`config.mk`:
```
export PLATFORM = sky130hd
export DESIGN_NAME = multicycle_control_unit
export DESIGN_NICKNAME = d
export VERILOG_FILES = /design/src/rtl/ctrl_pkg.sv /design/src/rtl/ctrl_decode.sv /design/src/rtl/multicycle_control_unit.sv
export SDC_FILE = /design/constraint.sdc
export NUM_CORES = 1
export LEC_CHECK = 0
export ABC_AREA = 0
export BUFFER_PORTS_ARGS = -buffer_cell sky130_fd_sc_hd__buf_4
export CAP_MARGIN = 40
export CORE_MARGIN = 2
export CORE_UTILIZATION = 41
export DETAILED_ROUTE_END_ITERATION = 8
export GPL_TIMING_DRIVEN = 0
export PLACE_DENSITY_LB_ADDON = 0.12
export SLEW_MARGIN = 5
export SYNTH_ARGS = -nofsm -noshare
export SYNTH_HDL_FRONTEND = slang
export SYNTH_SLANG_ARGS = --single-unit
```
`constraint.sdc`:
```
create_clock -name clock -period 3.2 [get_ports clock]
set_input_delay 0.16 -clock clock [delete_from_list [all_inputs] [get_ports clock]]
set_output_delay 0.16 -clock clock [all_outputs]
set_load 0.01 [all_outputs]
```
`src/rtl/ctrl_pkg.sv`:
```
// Shared encodings for the multi-cycle control unit: opcodes, ALUOP codes, FSM states, decoded control word.
// The TRAP state exists only when CTRL_ILLEGAL_TRAP_EN is defined.
package ctrl_pkg;

  localparam int OPC_W = 6;
  localparam int AOP_W = 2;

  localparam logic [OPC_W-1:0] OP_RTYPE = 6'b000000;
  localparam logic [OPC_W-1:0] OP_ADDI  = 6'b001000;
  localparam logic [OPC_W-1:0] OP_LW    = 6'b100011;
  localparam logic [OPC_W-1:0] OP_SW    = 6'b101011;
  localparam logic [OPC_W-1:0] OP_BEQ   = 6'b000100;

  localparam logic [AOP_W-1:0] ALUOP_ADD   = 2'b00;
  localparam logic [AOP_W-1:0] ALUOP_SUB   = 2'b01;
  localparam logic [AOP_W-1:0] ALUOP_FUNCT = 2'b10;

  typedef enum logic [2:0] {
    S_IDLE   = 3'd0,
    S_DECODE = 3'd1,
    S_EXEC   = 3'd2,
    S_MEM    = 3'd3,
`ifdef CTRL_ILLEGAL_TRAP_EN
    S_WB     = 3'd4,
    S_TRAP   = 3'd5
`else
    S_WB     = 3'd4
`endif
  } state_t;

  typedef struct packed {
    logic             reg_dst;
    logic             alu_src;
    logic             mem_to_reg;
    logic [AOP_W-1:0] alu_op;
    logic             is_lw;
    logic             is_sw;
    logic             is_beq;
    logic             is_wb;
    logic             illegal;
  } ctrl_word_t;

  localparam ctrl_word_t CTRL_NOP = '0;

endpackage

```
`src/rtl/ctrl_decode.sv`:
```
// Combinational opcode decoder: maps Instruction[31:26] onto the control word the FSM sequences.
module ctrl_decode
  import ctrl_pkg::*;
(
  input  logic [OPC_W-1:0] opcode,
  output ctrl_word_t       ctrl
);

  always_comb begin
    // NOTE: assigning a full default before the case keeps every field driven on every path, so no latch is inferred.
    ctrl = CTRL_NOP;
    unique case (opcode)
      OP_RTYPE: begin
        ctrl.reg_dst = 1'b1;
        ctrl.alu_op  = ALUOP_FUNCT;
        ctrl.is_wb   = 1'b1;
      end
      OP_ADDI: begin
        ctrl.alu_src = 1'b1;
        ctrl.alu_op  = ALUOP_ADD;
        ctrl.is_wb   = 1'b1;
      end
      OP_LW: begin
        ctrl.alu_src    = 1'b1;
        ctrl.mem_to_reg = 1'b1;
        ctrl.alu_op     = ALUOP_ADD;
        ctrl.is_lw      = 1'b1;
        ctrl.is_wb      = 1'b1;
      end
      OP_SW: begin
        ctrl.alu_src = 1'b1;
        ctrl.alu_op  = ALUOP_ADD;
        ctrl.is_sw   = 1'b1;
      end
      OP_BEQ: begin
        ctrl.alu_op = ALUOP_SUB;
        ctrl.is_beq = 1'b1;
      end
      default: ctrl.illegal = 1'b1;
    endcase
  end

endmodule

```
`src/rtl/multicycle_control_unit.sv`:
```
// Multi-cycle control FSM (IDLE/DECODE/EXEC/MEM/WB) driving the 16-bit datapath control inputs.
// Define CTRL_ILLEGAL_TRAP_EN to trap illegal opcodes in a sticky TRAP state instead of treating them as NOPs.
module multicycle_control_unit
  import ctrl_pkg::*;
#(
  parameter int MEM_LAT  = 1,
  parameter int OPCODE_W = 6,
  parameter int ALUOP_W  = 2
) (
  input  logic               clock,
  input  logic               reset,
  input  logic               instr_valid,
  output logic               instr_ready,
  input  logic [31:0]        Instruction,
  output logic               RegDst,
  output logic               ALUSrc,
  output logic               MemtoReg,
  output logic [ALUOP_W-1:0] ALUOP,
  output logic               Branch,
  output logic               MemRead,
  output logic               MemWrite,
  output logic               RegWrite,
  output logic               busy,
  output logic               done,
  output logic               illegal_op
);

  localparam int            CNT_W    = $clog2(MEM_LAT + 1);
  localparam logic [CNT_W-1:0] CNT_LAST = CNT_W'(MEM_LAT - 1);

  state_t           state;
  state_t           state_nxt;
  logic [31:0]      instr_q;
  logic [CNT_W-1:0] mem_cnt;
  ctrl_word_t       ctrl;
  logic             xfer;
  logic             done_nxt;
  logic             active;
  logic             in_instr;
  logic             unused_instr_bits;

  assign xfer = instr_valid & instr_ready;

  ctrl_decode u_decode (
    .opcode (instr_q[31 -: OPCODE_W]),
    .ctrl   (ctrl)
  );

  // Only the opcode drives control; the remaining fields belong to the datapath.
  assign unused_instr_bits = ^instr_q[31-OPCODE_W:0];

  always_ff @(posedge clock) begin
    // NOTE: state registers use non-blocking assignments so every flop samples pre-edge values.
    if (reset) begin
      state   <= S_IDLE;
      instr_q <= '0;
      mem_cnt <= '0;
    end else begin
      state <= state_nxt;
      if (xfer) begin
        instr_q <= Instruction;
      end
      if (state_nxt == S_MEM && state != S_MEM) begin
        mem_cnt <= '0;
      end else if (state == S_MEM) begin
        mem_cnt <= mem_cnt + 1'b1;
      end
    end
  end

  always_comb begin
    state_nxt = state;
    done_nxt  = 1'b0;
    unique case (state)
      S_IDLE: begin
        if (xfer) state_nxt = S_DECODE;
      end
      S_DECODE: begin
        if (ctrl.illegal) begin
`ifdef CTRL_ILLEGAL_TRAP_EN
          state_nxt = S_TRAP;
`else
          state_nxt = S_IDLE;
          done_nxt  = 1'b1;
`endif
        end else begin
          state_nxt = S_EXEC;
        end
      end
      S_EXEC: begin
        if (ctrl.is_beq) begin
          state_nxt = S_IDLE;
          done_nxt  = 1'b1;
        end else if (ctrl.is_lw || ctrl.is_sw) begin
          state_nxt = S_MEM;
        end else begin
          state_nxt = S_WB;
        end
      end
      S_MEM: begin
        if (mem_cnt == CNT_LAST) begin
          if (ctrl.is_wb) begin
            state_nxt = S_WB;
          end else begin
            state_nxt = S_IDLE;
            done_nxt  = 1'b1;
          end
        end
      end
      S_WB: begin
        state_nxt = S_IDLE;
        done_nxt  = 1'b1;
      end
`ifdef CTRL_ILLEGAL_TRAP_EN
      S_TRAP: state_nxt = S_TRAP;
`endif
      default: state_nxt = S_IDLE;
    endcase
  end

  // Outputs are masked during the reset cycle so an aborted instruction cannot emit a strobe.
  assign active   = ~reset;
  assign in_instr = active & (state inside {S_DECODE, S_EXEC, S_MEM, S_WB});

  assign instr_ready = (state == S_IDLE);
  assign busy        = ~instr_ready;

  assign RegDst   = in_instr & ctrl.reg_dst;
  assign ALUSrc   = in_instr & ctrl.alu_src;
  assign MemtoReg = in_instr & ctrl.mem_to_reg;
  assign ALUOP    = in_instr ? ctrl.alu_op : '0;

  assign Branch   = active & (state == S_EXEC) & ctrl.is_beq;
  assign MemRead  = active & (state == S_MEM) & ctrl.is_lw;
  assign MemWrite = active & (state == S_MEM) & ctrl.is_sw;
  assign RegWrite = active & (state == S_WB);
  assign done     = active & done_nxt;

`ifdef CTRL_ILLEGAL_TRAP_EN
  assign illegal_op = active & (state == S_TRAP);
`else
  assign illegal_op = 1'b0;
`endif

endmodule

```
# Yosys cells after proc, flatten, opt, wreduce, memory -nomap -nowiden
# Cells that the tools add are included.
# W data, S select, Z words.
[word_totals] mem_count=0 romBits=0 ramBits=0 latchBits=0 ff_bits=36
[op_classes] addsub=1 n_div=0 mul=0 magnitude_cmp=0 n_shift=0 bitwise_logic=14 mux=20 eq_ne=10 reduce_logical=9
[ops] cell="$mux W3" count=5
[ops] cell="$and A1 B1 Y1" count=12
[ops] cell="$eq A6 B6 Y1 const B" count=2
[ops] cell="$pmux W3 S4" count=1
[ops] cell="$mux W1" count=10
[ops] cell="$eq A3 B2 Y1 const B" count=3
[ops] cell="$eq A6 B3 Y1 const B" count=1
[ops] cell="$eq A6 B4 Y1 const B" count=1
[ops] cell="$logic_not A6 Y1" count=1
[ops] cell="$reduce_or A3 Y1" count=2
[ops] cell="$reduce_or A5 Y1" count=1
[ops] cell="$mux W2" count=2
[ops] cell="$pmux W1 S4" count=1
[ops] cell="$pmux W2 S2" count=1
[ops] cell="$reduce_bool A4 Y1" count=1
[ops] cell="$eq A3 B1 Y1 const B" count=1
[ops] cell="$eq A3 B3 Y1 const B" count=1
[ops] cell="$logic_not A3 Y1" count=1
[ops] cell="$ne A3 B2 Y1 const B" count=1
[ops] cell="$not A1 Y1" count=2
[ops] cell="$reduce_or A2 Y1" count=1
[ops] cell="$add A1 B1 Y1 const B" count=1
[ops] cell="$logic_and A1 B1 Y1" count=1
[ops] cell="$logic_or A1 B1 Y1" count=1

# Longest topological paths before layout
# Gate-level depths: netlist (run 1).
[depth] ltp_word=9 mapped_depth=6 mapped_depth_nobuf=4

# Hierarchy
# Synthesis (run 1) repeated with hierarchy kept, for this count alone.
[unflattened] cells_unflattened=82 hier_area_um2=709.4
[modules_own_cells] module="multicycle_control_unit" area_per_inst_um2=565.5 instances=1 cells_per_inst=64 seq_area_each_um2=200.2
[modules_own_cells] module="ctrl_decode" area_per_inst_um2=143.9 instances=1 cells_per_inst=18 seq_area_each_um2=0.0

# Least setup slack after synthesis (run 1)
# OpenSTA, ideal clock, no wires.
[synth_timing] kind="register to output" start="reg instr_q[29]" end="out done" path_stages_with_launch=6 t_required_ns=3.040 slack_ns=1.594 arrival_ns=1.446 cell_sequence="dfxtp_1 -> buf_2 -> nor4_1 -> nand3b_1 -> o31a_1 -> o32ai_1"
[synth_via] elab_chain_len=7
[synth_lines] item="from (decl)" line_no="multicycle_control_unit.sv:33" source="logic [31:0] instr_q;"
[synth_lines] item="from (signal assigned)" line_no="multicycle_control_unit.sv:61" source="instr_q <= Instruction;"
[synth_lines] item="$eq A6 B4 Y1, or another cell as far along" line_no="ctrl_decode.sv:12" source="unique case (opcode)"
[synth_lines] item="$reduce_or A3 Y1 (no source line)"
[synth_lines] item="$mux W1" line_no="ctrl_decode.sv:12"
[synth_lines] item="$mux W1" line_no="multicycle_control_unit.sv:102" source="if (ctrl.is_wb) begin"
[synth_lines] item="$mux W1" line_no="multicycle_control_unit.sv:101" source="if (mem_cnt == CNT_LAST) begin"
[synth_lines] item="$pmux W1 S4 *" line_no="multicycle_control_unit.sv:74" source="unique case (state)"
[synth_lines] item="$and A1 B1 Y1 *" line_no="multicycle_control_unit.sv:137" source="assign done = active & done_nxt;"
[synth_lines] item="to (decl)" line_no="multicycle_control_unit.sv:24" source="output logic done,"
# Every way passes the cells marked *; elsewhere a longest branch is shown, timed or not.

# Worst setup path in the final report (run 1)
# Ends and elaborated chain as after synthesis.

==> qor.csv, run 1 <==
stage,metric,value,unit
yosys,async_flop_share,0,%
sta,fin_tns_setup,0,ns
pwr,swShare,28.1,%
yosys,synth_area_per_cell,7.25,um^2
sta,finalCritPeriodShare,65.6,%
worst_setup_path,worstSetupStartpoint,instr_q[29]$_SDFFE_PP0P_,
die,core-area,1470,um^2
placed_design,port_buffers,20,
finish,drive_gt1_share,26.1,%
finish,final_cell_mix,"buf_4, nand2_1, dfxtp_1",
clock_tree,cts_max_path_buffers,2,
drt,drt_pre_antenna_iters,4,
clock_tree,cts_tree,built,
finish,final_common_cell,buf_4,
pwr,seq_power_share,42.9,%
clock_tree,cts_sinks,10,
sta,finalSetupViolCount,0,
global_routing,grt_max_degree,11,
worst_setup_path,r2r_end,state[0]$_SDFF_PP0_,
sta,rsz0062_at_grt,no,
pwr,p_switching,92.1,uW
die,ios,48,
drt,drt_iter0_drc,7,
global_routing,first_global_vias,621,
pwr,p_int,236,uW
sta,max_freq,476,MHz
sta,slew_viol_final,0,
die,die_h,43.2,um
yosys,synth_cells,87,
yosys,synthesis.nets,122,
run_status,status,"complete, no violations",
yosys,muxShareOfSynthArea,0,%
clock_tree,cts-root-buf,clkbuf_4,
drt,vias_per_cell,5.52,
drt,antenna_left,0,
pwr,p_comb_share,23.1,%
worst_setup_path,crit_arrival,1.94,ns
placed_design,detailed_place.area,801,um^2
clock_tree,cts_made_buffers,3,
worst_setup_path,cp-endpoint,done,
worst_setup_path,cp.required,3.04,ns
placed_design,dp_hpwl,1140,um
die,initial_utilization,42.9,%
clock_tree,cts_htree_levels,1,
global_routing,gr-total-overflow,0,
sta,finalHoldViolCount,0,
sta,min_period,2.10,ns
global_routing,track_usage,19.1,%
yosys,ys_ff_latch,10,
drt,wire_per_inst,12.0,um
placed_design,globalplace.congestion,0.852,
finish,num-nets-final,147,
yosys,yosys.area_share.adder,0,%
clock_tree,clock_latency,0.26,ns
worst_setup_path,cp_max_fo,10,
yosys,synthFlopType,dfxtp_1,
die,die_area,1870,um^2
worst_hold_path,hp-class,in2reg,
yosys,synth_compound_area_share,23.0,%
worst_setup_path,critPathLaunchType,flop,
finish,fin_area,837,um^2
run,maxCapViolations,0,
drt,drc_errors,0,
clock_tree,clk_pin_slew,0.06,ns
yosys,synth_top_family_by_area,simple AND/OR/NAND/NOR gates,
pwr,clockPowerShare,34.0,%
finish,area_growth,32.7,%
die,rows,14,
finish,register_area,200,um^2
yosys,synth-edff-count,0,
finish,num_antenna_cells,0,
finish,multi_input_area,385,um^2
drt,vias,701,
pwr,leakage,0.341,nW
worst_setup_path,critPathKind,reg2out,
drt,wirelength,1530,um
worst_setup_path,rrSetupSlack,1.68,ns
worst_hold_path,hp-start,Instruction[31],
yosys,synth-simple-area-share,37.5,%
yosys,synthXorXnorAreaFrac,0,%
global_routing,antenna_found_initial,0,
yosys,synthDistinctLibCells,33,
finish,num-fill-cells,156,
worst_setup_path,reg2reg_depth,5,
yosys,synthesis.area,631,um^2
sta,holdWs,0.145,ns
global_routing,grt_pass1_wl,2690,um
pwr,p_per_area,392,nW/um^2
yosys,ys_seq_area_share,31.7,%
finish,final_core_util,56.9,%
sta,fin_worst_skew,0.000724,ns
clock_tree,ctsResizeCount,0,
die,die-width,43.2,um
worst_setup_path,end_kind,primary output,
worst_setup_path,r2r_start,instr_q[27]$_SDFFE_PP0P_,
pwr,ir_worst_vdd,0.243,mV
clock_tree,postCtsHoldBufs,0,
clock_tree,postCtsSetupBuffers,0,
yosys,yosysWarnings,0,
==> area by class of cell <==
cell class	instances	area share [%]
sequential	10	23.9
inverter	3	1.35
buffer	7	4.04
multi-input combinational	67	46.0
timing repair buffer	20	17.9
tap	16	2.39
clock buffer	4	4.33
==> worst max-delay path, cell delays in order (launching register included) <==
cell	delay, ns
dfxtp_1	0.29
buf_2	0.17
nor4_1	0.30
nand3b_1	0.20
o31a_1	0.28
o32ai_1	0.26
buf_4	0.18
==> cell usage after synthesis, drive strengths merged (3+ instances only) <==
cell	n	share of area, %
nand2b	3	3.0
dfxtp	10	32
nor2	4	2.4
nor3	6	5.6
or3	3	3.0
nand2	16	9.5
inv	3	1.8
nand3	3	2.4
buf	5	4.2
a21oi	8	6.3
==> registers in the layout, summed over array words and instances, names as in the netlist <==
signal	cells
state	3
mem_cnt	1
instr_q	6
==> stage by stage <==
stage	setup slack, ns	total power [mW]	cells
2_1_floorplan	1.59	0.191	87
3_3_place_gp	1.45	0.217	123
3_5_place_dp	1.40	0.219	123
4_1_cts	1.11	0.333	127
5_1_grt	0.937	0.347	127
6_report	1.10	0.328	127
==> layer usage <==
| layer | vias up | track usage [%] | part of all wire [%] |
|---|---|---|---|
| met5 | - | 0 | 0 |
| met4 | 0 | 12.7 | 1.6 |
| met3 | 4 | 2.55 | 6.0 |
| met2 | 27 | 30.1 | 45 |
| met1 | 303 | 23.7 | 47 |
| li1 | 367 | - | - |
==> logic make-up (layout without fill, tap and decap cells) <==
| family | Yosys count | count (layout) |
|---|---|---|
| AOI/OAI and AO/OA | 21 | 21 |
| other | 1 | 1 |
| and+or+nand+nor | 45 | 45 |
| DFF | 10 | 10 |
| buffers and inverters | 10 | 34 |
==> power by group through the flow <==
stage / Combinational, mW / Sequential, mW / Clock [mW]
5_1_grt: 0.0846 / 0.142 / 0.120
6_report: 0.0759 / 0.141 / 0.112
4_1_cts: 0.0757 / 0.141 / 0.116
3_5_place_dp: 0.0753 / 0.144 / 0
2_1_floorplan: 0.0496 / 0.141 / 0
3_3_place_gp: 0.0741 / 0.143 / 0
==> how the worst min path moves through the flow <==
stage | end | slack (ns) | cells after the start
floorplan | instr_q[29]$_SDFFE_PP0P_ | 0.30 | 2
global placement | instr_q[28]$_SDFFE_PP0P_ | 0.41 | 3
detailed placement | instr_q[31]$_SDFFE_PP0P_ | 0.42 | 3
CTS | instr_q[31]$_SDFFE_PP0P_ | 0.14 | 3
global route | instr_q[26]$_SDFFE_PP0P_ | 0.15 | 3
finish | instr_q[31]$_SDFFE_PP0P_ | 0.15 | 3
Power figures use the tool's default switching activity.
==> inputs of run 2 (changes only) <==
Settings changed: CORE_UTILIZATION 41 to 34.
Clock period 3.2 ns to 1.9 ns, I/O delays scaled along.
==> qor.csv, run 2 (synthesis results as in run 1) <==
stage,metric,value,unit,change
sta,max_freq,556,MHz,
placed_design,globalplace.congestion,0.803,,was 0.852
global_routing,gr-total-overflow,0,,unchanged
pwr,p_switching,162,uW,was 92.1 uW
die,core-area,1730,um^2,was 1470 um^2
drt,antenna_left,0,,unchanged
worst_setup_path,path_cells,nor4_2 > nand3b_1 > o31a_1 > o32ai_2 > buf_4,,was buf_2 > nor4_1 > nand3b_1 > o31a_1 > o32ai_1 > buf_4
worst_setup_path,rrSetupSlack,0.37,ns,was 1.68 ns
global_routing,track_usage,15.9,%,was 19.1%
sta,holdWs,0.0765,ns,was 0.145 ns
die,die_h,47.1,um,was 43.2 um
pwr,power,568,uW,was 328 uW
worst_hold_path,hp-class,in2reg,,unchanged
run,maxCapViolations,0,,unchanged
finish,final_core_util,51.3,%,was 56.9%
placed_design,port_buffers,20,,unchanged
clock_tree,cts_tree,built,,unchanged
clock_tree,cts-root-buf,clkbuf_4,,unchanged
worst_setup_path,cp_max_fo,6,,was 10
pwr,swShare,28.6,%,was 28.1%
die,die-width,47.1,um,was 43.2 um
sta,slew_viol_final,0,,unchanged
finish,num-nets-final,148,,was 147
worst_setup_path,critPathKind,reg2out,,unchanged
drt,vias_per_cell,5.10,,was 5.52
finish,largest_register_ffs,6,,unchanged
pwr,seq_power_share,42.1,%,was 42.9%
run_status,status,"complete, no violations",,unchanged
drt,drt_pre_antenna_iters,2,,was 4
sta,finalSetupViolCount,0,,unchanged
worst_setup_path,critPathSlowestCell,dfxtp_1,,was nor4_1
worst_setup_path,crit_arrival,1.71,ns,was 1.94 ns
sta,finalHoldViolCount,0,,unchanged
worst_setup_path,reg2reg_depth,5,,unchanged
global_routing,antenna_found_initial,0,,unchanged
drt,wirelength,1580,um,was 1530 um
pwr,clockPowerShare,34.0,%,about the same
clock_tree,cts_made_buffers,3,,unchanged
finish,num_antenna_cells,0,,unchanged
sta,setup_ws,0.0998,ns,was 1.10 ns
clock_tree,cts_sinks,10,,unchanged
worst_setup_path,r2r_start,instr_q[26]$_SDFFE_PP0P_,,was instr_q[27]$_SDFFE_PP0P_
finish,reg_top3,"instr_q (6), state (3), mem_cnt (1)",,unchanged
worst_hold_path,hp-start,Instruction[27],,was Instruction[31]
worst_setup_path,crit_family,compound AO/OA/AOI/OAI gates,,unchanged
sta,min_period,1.80,ns,
placed_design,detailed_place.area,812,um^2,was 801 um^2
finish,fin_area,886,um^2,was 837 um^2
finish,final_cell_mix,"buf_4, nand2_1, dfxtp_1",,unchanged
worst_setup_path,r2r_end,state[0]$_SDFF_PP0_,,unchanged
placed_design,dp_hpwl,1160,um,was 1140 um
worst_hold_path,hold_end,instr_q[27]$_SDFFE_PP0P_,,was instr_q[31]$_SDFFE_PP0P_
pwr,leakage,0.354,nW,was 0.341 nW
sta,finalCritPeriodShare,94.7,%,
worst_setup_path,crit_path_max_incr_delay,0.36,ns,was 0.30 ns
clock_tree,clk_pin_slew,0.07,ns,was 0.06 ns
finish,final_common_cell,buf_4,,unchanged
placed_design,pre_cts_slack,0.211,ns,was 1.40 ns
worst_setup_path,end_kind,primary output,,unchanged
global_routing,first_global_vias,574,,was 621
pwr,p_int,405,uW,was 236 uW
pwr,p_per_area,641,nW/um^2,was 392 nW/um^2
finish,area_growth,40.5,%,was 32.7%
global_routing,grt_max_degree,11,,unchanged
die,rows,15,,was 14
clock_tree,cts_htree_levels,1,,unchanged
clock_tree,clock_latency,0.26,ns,about the same
drt,drc_errors,0,,unchanged
die,ios,48,,unchanged
global_routing,grt_pass1_wl,2490,um,was 2690 um
pwr,ir_worst_vdd,0.344,mV,was 0.243 mV
worst_hold_path,hold_path_depth,3,,unchanged
pwr,p_comb_share,24.0,%,was 23.1%
worst_setup_path,cp.required,1.80,ns,was 3.04 ns
sta,fin_worst_skew,0.00101,ns,was 0.000724 ns
drt,drt_iter0_drc,11,,was 7
finish,top_register,instr_q,,unchanged
worst_setup_path,critPathLaunchType,flop,,unchanged
die,initial_utilization,36.5,%,was 42.9%
clock_tree,cts_max_path_buffers,2,,unchanged
finish,drive_gt1_share,32.1,%,was 26.1%
worst_setup_path,cp_num_buf_inv,1,,was 2
die,die_area,2220,um^2,was 1870 um^2
drt,wire_per_inst,11.6,um,was 12.0 um
drt,vias,699,,was 701
-- run 2: through the flow --
stage / cells / TNS [ns]
floorplan: 87 / 0
global placement: 132 / 0
detailed placement: 132 / 0
CTS: 137 / 0
global route: 137 / -0.00845
finish: 137 / 0
-- run 2: per-layer routing --
layer / global-route usage, % / routed length [um] / up-vias
met5: 0 / 0 / -
met4: 5.00 / 12 / 0
met3: 4.62 / 76 / 2
met2: 22.2 / 713 / 16
met1: 23.3 / 781 / 319
li1: - / - / 362
-- run 2: cell type report --
class	instances	area, um^2
Buffer	7	33.8
Clock buffer	4	36.3
Fill cell	194	841
Inverter	3	11.3
Multi-Input combinational cell	67	414
Sequential cell	10	201
Tap cell	25	31.3
Timing Repair Buffer	21	158
-- run 2: power groups by stage --
stage	clock, mW	combinational [mW]	sequential [mW]
6_report	0.193	0.136	0.239
2_1_floorplan	0	0.0835	0.238
3_5_place_dp	0	0.126	0.242
3_3_place_gp	0	0.124	0.241
4_1_cts	0.197	0.128	0.237
5_1_grt	0.212	0.155	0.241
-- run 2: worst register-to-register path: stages (launching register included) --
cell      delay, ns
dfxtp_1        0.44
nand3_1        0.12
or3_1          0.31
buf_2          0.16
o31a_1         0.31
a21boi_1       0.13
-- run 2: how the worst max path moves through the flow --
stage	from	endpoint	slack, ns	cells after the start
detailed placement	instr_q[29]$_SDFFE_PP0P_	done	0.21	6
CTS	instr_q[29]$_SDFFE_PP0P_	done	0.006	6
global placement	instr_q[29]$_SDFFE_PP0P_	done	0.21	6
floorplan	instr_q[29]$_SDFFE_PP0P_	done	0.36	5
global route	instr_q[27]$_SDFFE_PP0P_	done	-0.008	5
finish	instr_q[27]$_SDFFE_PP0P_	done	0.1	5
-- run 2: timing repair --
action,CTS,global route
hold buffers,0,0
pin swaps,1,1
setup endpoints to repair,1,3
setup buffers,1,0
resized for setup,0,6
